<file path="src/rtl/uart_pkg.sv">
// Shared UART definitions: FSM state encoding, parity codes and defaults.
package uart_pkg;

    typedef enum logic [2:0] {
        S_IDLE   = 3'd0,
        S_START  = 3'd1,
        S_DATA   = 3'd2,
        S_PARITY = 3'd3,
        S_STOP   = 3'd4
    } state_e;

    localparam int PAR_NONE = 0;
    localparam int PAR_ODD  = 1;
    localparam int PAR_EVEN = 2;

    localparam int DEF_CLKS_PER_BIT = 434;

    // Odd: ones(data) + p is odd; even: ones(data) + p is even.
    function automatic logic parity_bit(input logic [7:0] data,
                                        input int mode);
        return (mode == PAR_ODD) ? ~^data : ^data;
    endfunction

endpackage

</file>
<file path="src/rtl/uart_tx_if.sv">
// Byte handshake between on-chip logic and the UART transmitter.
interface uart_tx_if;

    logic [7:0] din;
    logic       din_valid;
    logic       din_ready;

    modport master (
        output din,
        output din_valid,
        input  din_ready
    );

    modport slave (
        input  din,
        input  din_valid,
        output din_ready
    );

endinterface

</file>
<file path="src/rtl/uart_baud_cnt.sv">
// Frame-aligned bit-period counter; pulses bit_done on the last
// cycle of each bit period. Shared with the receiver.
module uart_baud_cnt
    import uart_pkg::*;
#(
    parameter int CLKS_PER_BIT = DEF_CLKS_PER_BIT
) (
    input  logic clk,
    input  logic reset,
    input  logic clear,
    output logic bit_done
);

    localparam int W = (CLKS_PER_BIT > 1) ? $clog2(CLKS_PER_BIT) : 1;
    localparam logic [W-1:0] LAST = W'(CLKS_PER_BIT - 1);

    logic [W-1:0] cnt_q, cnt_d;

    assign bit_done = (cnt_q == LAST);

    always_comb begin
        cnt_d = cnt_q + 1'b1;
        if (clear || bit_done) begin
            cnt_d = '0;
        end
    end

    always_ff @(posedge clk or posedge reset) begin
        if (reset) begin
            cnt_q <= '0;
        end else begin
            cnt_q <= cnt_d;
        end
    end

endmodule

</file>
<file path="src/rtl/uart_tx.sv">
// UART transmitter: one-byte holding register, framing FSM,
// shift register, parity and registered serial output.
module uart_tx
    import uart_pkg::*;
#(
    parameter int CLKS_PER_BIT = DEF_CLKS_PER_BIT,
    parameter int PARITY       = PAR_NONE,
    parameter int STOP_BITS    = 1
) (
    input  logic      clk,
    input  logic      reset,
    uart_tx_if.slave  bus,
    output logic      tx,
    output logic      busy
);

    localparam logic [2:0] LAST_STOP = 3'(STOP_BITS - 1);

    state_e     state_q, state_d;
    logic [7:0] shift_q, shift_d;
    logic [7:0] hold_data_q;
    logic [2:0] bit_cnt_q, bit_cnt_d;
    logic       par_q, par_d;
    logic       hold_full_q, hold_full_d;
    logic       tx_q, tx_d;
    logic       load;
    logic       accept;
    logic       bit_done;
    logic       cnt_clear;

    assign accept        = bus.din_valid && !hold_full_q;
    assign bus.din_ready = !hold_full_q;
    assign busy          = (state_q != S_IDLE) || hold_full_q;
    assign tx            = tx_q;

    // Restart the bit period on every state entry.
    assign cnt_clear = (state_q == S_IDLE) || (state_d != state_q);

    uart_baud_cnt #(
        .CLKS_PER_BIT(CLKS_PER_BIT)
    ) u_baud (
        .clk      (clk),
        .reset    (reset),
        .clear    (cnt_clear),
        .bit_done (bit_done)
    );

    always_comb begin
        state_d     = state_q;
        shift_d     = shift_q;
        bit_cnt_d   = bit_cnt_q;
        par_d       = par_q;
        hold_full_d = hold_full_q;
        load        = 1'b0;
        tx_d        = 1'b1;

        unique case (state_q)
            S_IDLE: begin
                load = hold_full_q;
            end
            S_START: begin
                if (bit_done) state_d = S_DATA;
            end
            S_DATA: begin
                if (bit_done) begin
                    bit_cnt_d = bit_cnt_q + 3'd1;
                    if (bit_cnt_q == 3'd7) begin
                        state_d = (PARITY != PAR_NONE) ? S_PARITY : S_STOP;
                    end else begin
                        shift_d = shift_q >> 1;
                    end
                end
            end
            S_PARITY: begin
                if (bit_done) state_d = S_STOP;
            end
            S_STOP: begin
                if (bit_done) begin
                    if (bit_cnt_q == LAST_STOP) begin
                        bit_cnt_d = '0;
                        state_d   = S_IDLE;
                        load      = hold_full_q;
                    end else begin
                        bit_cnt_d = bit_cnt_q + 3'd1;
                    end
                end
            end
            default: begin
                state_d = S_IDLE;
            end
        endcase

        if (load) begin
            state_d     = S_START;
            shift_d     = hold_data_q;
            par_d       = parity_bit(hold_data_q, PARITY);
            bit_cnt_d   = '0;
            hold_full_d = 1'b0;
        end
        if (accept) begin
            hold_full_d = 1'b1;
        end

        case (state_d)
            S_START:  tx_d = 1'b0;
            S_DATA:   tx_d = shift_d[0];
            S_PARITY: tx_d = par_d;
            default:  tx_d = 1'b1;
        endcase
    end

    always_ff @(posedge clk or posedge reset) begin
        if (reset) begin
            state_q     <= S_IDLE;
            shift_q     <= '0;
            bit_cnt_q   <= '0;
            par_q       <= 1'b0;
            hold_full_q <= 1'b0;
            hold_data_q <= '0;
            tx_q        <= 1'b1;
        end else begin
            state_q     <= state_d;
            shift_q     <= shift_d;
            bit_cnt_q   <= bit_cnt_d;
            par_q       <= par_d;
            hold_full_q <= hold_full_d;
            tx_q        <= tx_d;
            if (accept) begin
                hold_data_q <= bus.din;
            end
        end
    end

endmodule

</file>
<file path="src/flat_wrapper.sv">
// flat-port wrapper written by rule: the top's interface ports become plain ports
module uart_tx_flat import uart_pkg::*;
#(
    parameter int CLKS_PER_BIT = DEF_CLKS_PER_BIT,
    parameter int PARITY       = PAR_NONE,
    parameter int STOP_BITS    = 1
)
  (clk, reset, tx, busy, bus_din, bus_din_valid, bus_din_ready);
  uart_tx_if bus_i ();
  input  logic clk;
  input  logic reset;
  output logic tx;
  output logic busy;
  input wire logic [$bits(bus_i.din)-1:0] bus_din;
  input wire logic [$bits(bus_i.din_valid)-1:0] bus_din_valid;
  output wire logic [$bits(bus_i.din_ready)-1:0] bus_din_ready;
  assign bus_i.din = bus_din;
  assign bus_i.din_valid = bus_din_valid;
  assign bus_din_ready = bus_i.din_ready;
  uart_tx #(.CLKS_PER_BIT(CLKS_PER_BIT), .PARITY(PARITY), .STOP_BITS(STOP_BITS)) u_core (.clk(clk), .reset(reset), .bus(bus_i), .tx(tx), .busy(busy));
endmodule
</file>
<file path="config.mk">
export PLATFORM = sky130hd
export DESIGN_NAME = uart_tx_flat
export DESIGN_NICKNAME = d
export VERILOG_FILES = /design/src/rtl/uart_pkg.sv /design/src/rtl/uart_tx_if.sv /design/src/rtl/uart_baud_cnt.sv /design/src/rtl/uart_tx.sv /design/src/flat_wrapper.sv
export SDC_FILE = /design/constraint.sdc
export NUM_CORES = 1
export LEC_CHECK = 0
export CAP_MARGIN = 20
export CELL_PAD_IN_SITES_DETAIL_PLACEMENT = 0
export CELL_PAD_IN_SITES_GLOBAL_PLACEMENT = 1
export CORE_MARGIN = 4
export CORE_UTILIZATION = 45
export CTS_CLUSTER_DIAMETER = 30
export DETAILED_ROUTE_END_ITERATION = 12
export GPL_TIMING_DRIVEN = 1
export PLACE_DENSITY_LB_ADDON = 0.2
export SLEW_MARGIN = 20
export SYNTH_ARGS = -nofsm -noshare
export SYNTH_HDL_FRONTEND = slang
export SYNTH_SLANG_ARGS = --single-unit
export TNS_END_PERCENT = 5
</file>
<file path="constraint.sdc">
create_clock -name clk -period 2.91 [get_ports clk]
set_input_delay 0.291 -clock clk [delete_from_list [all_inputs] [get_ports clk]]
set_output_delay 0.291 -clock clk [all_outputs]
set_load 0.02 [all_outputs]
</file>
# Word level (Yosys, flattened, before mapping)

Index checks and enable logic that the tools add are counted.

Eq/ne operators: 13
Add/sub/neg operators: 2
Reductions and logical operators: 15
Multiplexer cells: 25

Operators by type and width:

| operator            | count |
|---|---|
| $mux 3              | 11 |
| $mux 8              | 4 |
| $pmux 3 s5          | 1 |
| $eq 3x2->1 const B  | 4 |
| $add 9x1->9 const B | 1 |
| $eq 9x9->1 const B  | 1 |
| $mux 9              | 1 |
| $reduce_xor 8->1    | 1 |
| $eq 3x1->1 const B  | 2 |
| $eq 3x3->1 const B  | 2 |
| $logic_not 3->1     | 2 |
| $ne 3x2->1 const B  | 2 |
| $pmux 3 s2          | 1 |
| $reduce_and 3->1    | 2 |
| $reduce_bool 2->1   | 3 |
| $reduce_bool 3->1   | 2 |
| $mux 1              | 5 |
| $add 3x1->3 const B | 1 |
| $logic_or 1x1->1    | 3 |
| $ne 3x3->1          | 1 |
| $pmux 1 s3          | 1 |
| $ne 2x1->1 const B  | 1 |
| $pmux 1 s2          | 1 |
| $logic_and 1x1->1   | 1 |
| $logic_not 1->1     | 1 |

Output and inout bits: 3
Register bits: 34
Bits of input ports: 11
Word-level logic and storage cells: 64

# Longest topological paths before layout

Depth in word-level cells: 9
Mapped depth: 8
Gate-level depth less buffers: 7

# By module

A second synthesis with hierarchy kept.

Cells, all modules: 161
Area total of the unflattened synthesis: 1755.4 um^2

Modules (own cells, without submodules):

| module        | cells an instance | instances | seq. area each (um^2) | area an instance (um^2) |
|---|---|---|---|---|
| uart_tx       | 112               | 1         | 626.9                 | 1266.2 |
| uart_baud_cnt | 49                | 1         | 225.2                 | 489.2 |

# Worst setup path after synthesis

No wires, ideal clock.

Path kind: flip-flop to flip-flop
Start: register u_core.bit_cnt_q[0]
End: register u_core.tx_q (netlist: u_core.tx)
Arrival: 2218 ps
Path buffers: 0
Period minus slack after synthesis: 2306 ps
Library setup time: 88 ps
Setup slack: 604 ps
Stages on the path, launching flop included: 8
Cells stage by stage: dfrtp_1 > ha_1 > ha_1 > or4b_2 > nor3_2 > mux2i_1 > a21boi_2 > o221ai_2

Word-level cells in the longest chain between the ends: 7
Elaborated cells on any way between the ends: 20
Classes of those cells: eq/ne (4); mux (15); reduce/logical (1)

RTL lines:

| element                                              | RTL line                     | text |
|---|---|---|
| start, declared                                      | uart_tx.sv:22                | `logic [2:0] bit_cnt_q, bit_cnt_d;` |
| start signal, assigned                               | uart_tx.sv:124               | `bit_cnt_q <= bit_cnt_d;` |
| $eq 3x3->1 / $logic_not 3->1 (equally long branches) | uart_tx.sv:67, uart_tx.sv:79 |  |
| $mux 3 (tied with other cells)                       | uart_tx.sv:67                | `if (bit_cnt_q == 3'd7) begin` |
| $mux 3 (tied with other cells)                       | uart_tx.sv:65                | `if (bit_done) begin` |
| $pmux 3 s5 / $pmux 1 s2 (equally long branches)      | uart_tx.sv:57                | `unique case (state_q)` |
| $mux 3                                               | uart_tx.sv:93                | `if (load) begin` |
| $eq 3x2->1 / $eq 3x1->1 (equally long branches)      | uart_tx.sv:104               | `case (state_d)` |
| $pmux 1 s3 (*)                                       | uart_tx.sv:104               |  |
| via u_core.tx_d                                      | uart_tx.sv:25                | `logic tx_q, tx_d;` |
| end signal, assigned                                 | uart_tx.sv:127               | `tx_q <= tx_d;` |
| end, declared                                        | uart_tx.sv:25                |  |

The timed path passes the listed nets; every way through them passes the cells marked *. The select of a mux whose other input is x is not followed.
A chain may end at the register's enable or synchronous reset.

# Final worst setup path

Ends and elaborated chain as after synthesis.

==> results.ini <==
[status]
status = finished clean

[critical_path]
critPathBufInv = 0
critical_path.startpoint_type = register
r2r_cells = 7
cp_common_cell = ha_1
worstSetupPathType = register to register
endpoint_kind = register
crit_path_start = u_core.bit_cnt_q[0]
crit_path_end = u_core.tx
crit_arrival_ns = 2.53
path_max_fanout = 4
max_stage_delay_ns = 0.64
cp.depth = 7
slowest_stage = or4b_2
r2r_end = u_core.tx
reg2reg_from = u_core.bit_cnt_q[0]
crit_chain = ha_1, ha_1, or4b_2, nor3_2, mux2i_1, a21boi_2, o221ai_2
worstPathRequired_ns = 3.11
path_delay_family = simple AND/OR/NAND/NOR gates
rrSetupSlack_ns = 0.58

[placed_design]
placement.io_buffers = 13
routabilityCongestion = 0.837
dp.cells = 212
dpl.hpwl_mm = 2.23

[die]
initial_utilization = 0.485
die-area_um2 = 4780
die_w_um = 69.2
io_pins = 14
core-area_um2 = 3470
dieHeight_um = 69.2
fp-row-count = 21

[timing]
setup_viol_count_final = 0
tns_ns = 0
relSlewSlack = 0.511
skew_ns = 0.00264
drv_slew = 0
finalCritPeriodShare = 0.799
hold_violations = 0
max_freq_mhz = 430
period_minus_slack_ns = 2.33
tightestPinTransition_ns = 0.732
timing.hold.ws_ns = 0.402
rsz0062_at_grt = no

[power]
p_total_mw = 1.68
leakagePower_nw = 0.873
power.density_nw_per_um2 = 856
peakVddDrop_mv = 0.515

[synth]
yosysUniqueCellTypes = 35
ys_top_cells_by_count = 33 x dfrtp_1, 21 x nor2_1, 13 x xnor2_1
yosys_warnings = 0
synth_ff_type = dfrtp_1
syn_inst = 153
synth-async-reset-ratio = 1.00
ys_ff_latch = 34
synth_area_um2 = 1680
yosysSeqAreaShare = 0.506
yosysMostFrequentCell = dfrtp_1
synth_edf_count = 0
yosysTopAreaCell = dfrtp_1
yosysTopAreaCellShare = 0.491
syn-mean-instance-area_um2 = 11.0
syn_nets = 169
synthTopCellsByArea = dfrtp_1 49%, xnor2_1 6.8%, mux2_2 5.4%

[routing]
post_drt_wl_per_cell_um = 13.8
firstDrtPassIters = 4
drtAntennaViolNets = 0
drt_iter0_markers = 62
drc = 0
num_vias = 1137
totalWireLength_mm = 3.05
routed_via_density = 5.17

[cts]
h-tree-depth = 2
numClockSinks = 34
clk_latency_ns = 0.28
ctsResizeCount = 0
path_clk_slew_ns = 0.07
cts_root_buf = clkbuf_8
cts_tree = built
hold_buffers = 0
postCtsSetupBuffers = 0
cts_made_buffers = 5
clockBufferDepth = 2

[finish]
final_cells = 220
diodes = 0
syn_to_final_growth_pct = 16.6
multi_input_area_um2 = 778
regArea_um2 = 852
drive_gt1_frac = 0.155
n_fill_cell = 318
nets = 189

[global_routing]
grt_start_max_net_pins = 35
grt_pass1_wl_mm = 5.19
antenna_found_initial = 0
grtUsageTotal = 0.135
overflow = 0
grt_pass1_vias = 1161

[min_path]
hold_class = input pin to async pin

[flow_run]
cap_violations = 0

==> worst min-delay path by stage <==
stage	from	to	depth (start not counted)
floorplan	reset	u_core.bit_cnt_q[0]	1
global placement	u_core.shift_q[1]	u_core.shift_q[1]	1
detailed placement	u_core.shift_q[3]	u_core.shift_q[3]	1
CTS	reset	u_core.shift_q[6]	3
global route	reset	u_core.hold_data_q[5]	3
finish	reset	u_core.hold_data_q[5]	3
==> final cells by class <==
cell class                 count  share of cell area
inverter                       8              0.0153
clock buffer                   7              0.0440
tap                           46              0.0293
multi-input combinational    108               0.397
sequential                    34               0.434
timing repair buffer          16              0.0778
clock inverter                 1             0.00255
==> placed cells by master, fill, tap and decap left out <==
cell	count
dfrtp_1	33
nor2_1	21
xnor2_1	13
clkdlybuf4s50_1	13
mux2_2	8
nand2_1	8
inv_1	8
a21o_1	7
a22o_1	6
clkbuf_8	6
o21ai_0	5
ha_1	5
nand2b_1	3
nand3b_1	3
a21oi_1	3
nand3_1	3
buf_4	3
nor2b_1	2
or4b_4	2
nand4_1	2
nor3_2	2
mux2i_1	2
xor2_1	2
nor3_1	1
or3b_2	1
nor4_1	1
o21a_1	1
or2_1	1
or4b_2	1
o22ai_1	1
or3_1	1
o22a_1	1
a21boi_2	1
o221ai_2	1
clkinv_2	1
clkbuf_1	1
dfstp_2	1
==> sequential cells by signal, indices dropped and copies added, names as in the netlist <==
| name | flops |
|---|---|
| u_core.hold_full_q | 1 |
| u_core.hold_data_q | 8 |
| u_core.u_baud.cnt_q | 9 |
| u_core.par_q | 1 |
| u_core.tx | 1 |
| u_core.state_q | 3 |
| u_core.bit_cnt_q | 3 |
| u_core.shift_q | 8 |
==> worst min-delay path, stage by stage <==
cell,delay [ns]
clkdlybuf4s50_1,0.40
inv_1,0.05
buf_4,0.37
==> power by group <==
group / internal (mW) / leakage (nW) / switching [mW]
clock network: 0.191 / 0.0482 / 0.161
logic: 0.302 / 0.403 / 0.232
registers: 0.642 / 0.422 / 0.151
==> routing by layer <==
metal	up-vias	GRT usage	routed length, um
li1	567	-	-
met1	542	0.169	1450
met2	19	0.221	1440
met3	9	0.0262	93
met4	0	0.0672	62
met5	-	0	0
==> stage by stage <==
step            util  area [um2]  setup WS [ns]
6_report       0.566        1960          0.585
3_5_place_dp   0.539        1870          0.592
3_3_place_gp   0.539        1870          0.596
5_1_grt        0.566        1960          0.448
4_1_cts        0.566        1960          0.577
2_1_floorplan      -        1680          0.604
==> cell families after synthesis <==
kind of cell / Yosys count / synth area share
xor+xnor: 15 / 0.0781
compound gates: 26 / 0.115
simple gates: 52 / 0.167
buf+inv: 11 / 0.0312
fa+ha+maj: 5 / 0.0372
flops: 34 / 0.506
mux: 10 / 0.0654
No activity file was read; power rests on OpenSTA's default activity.
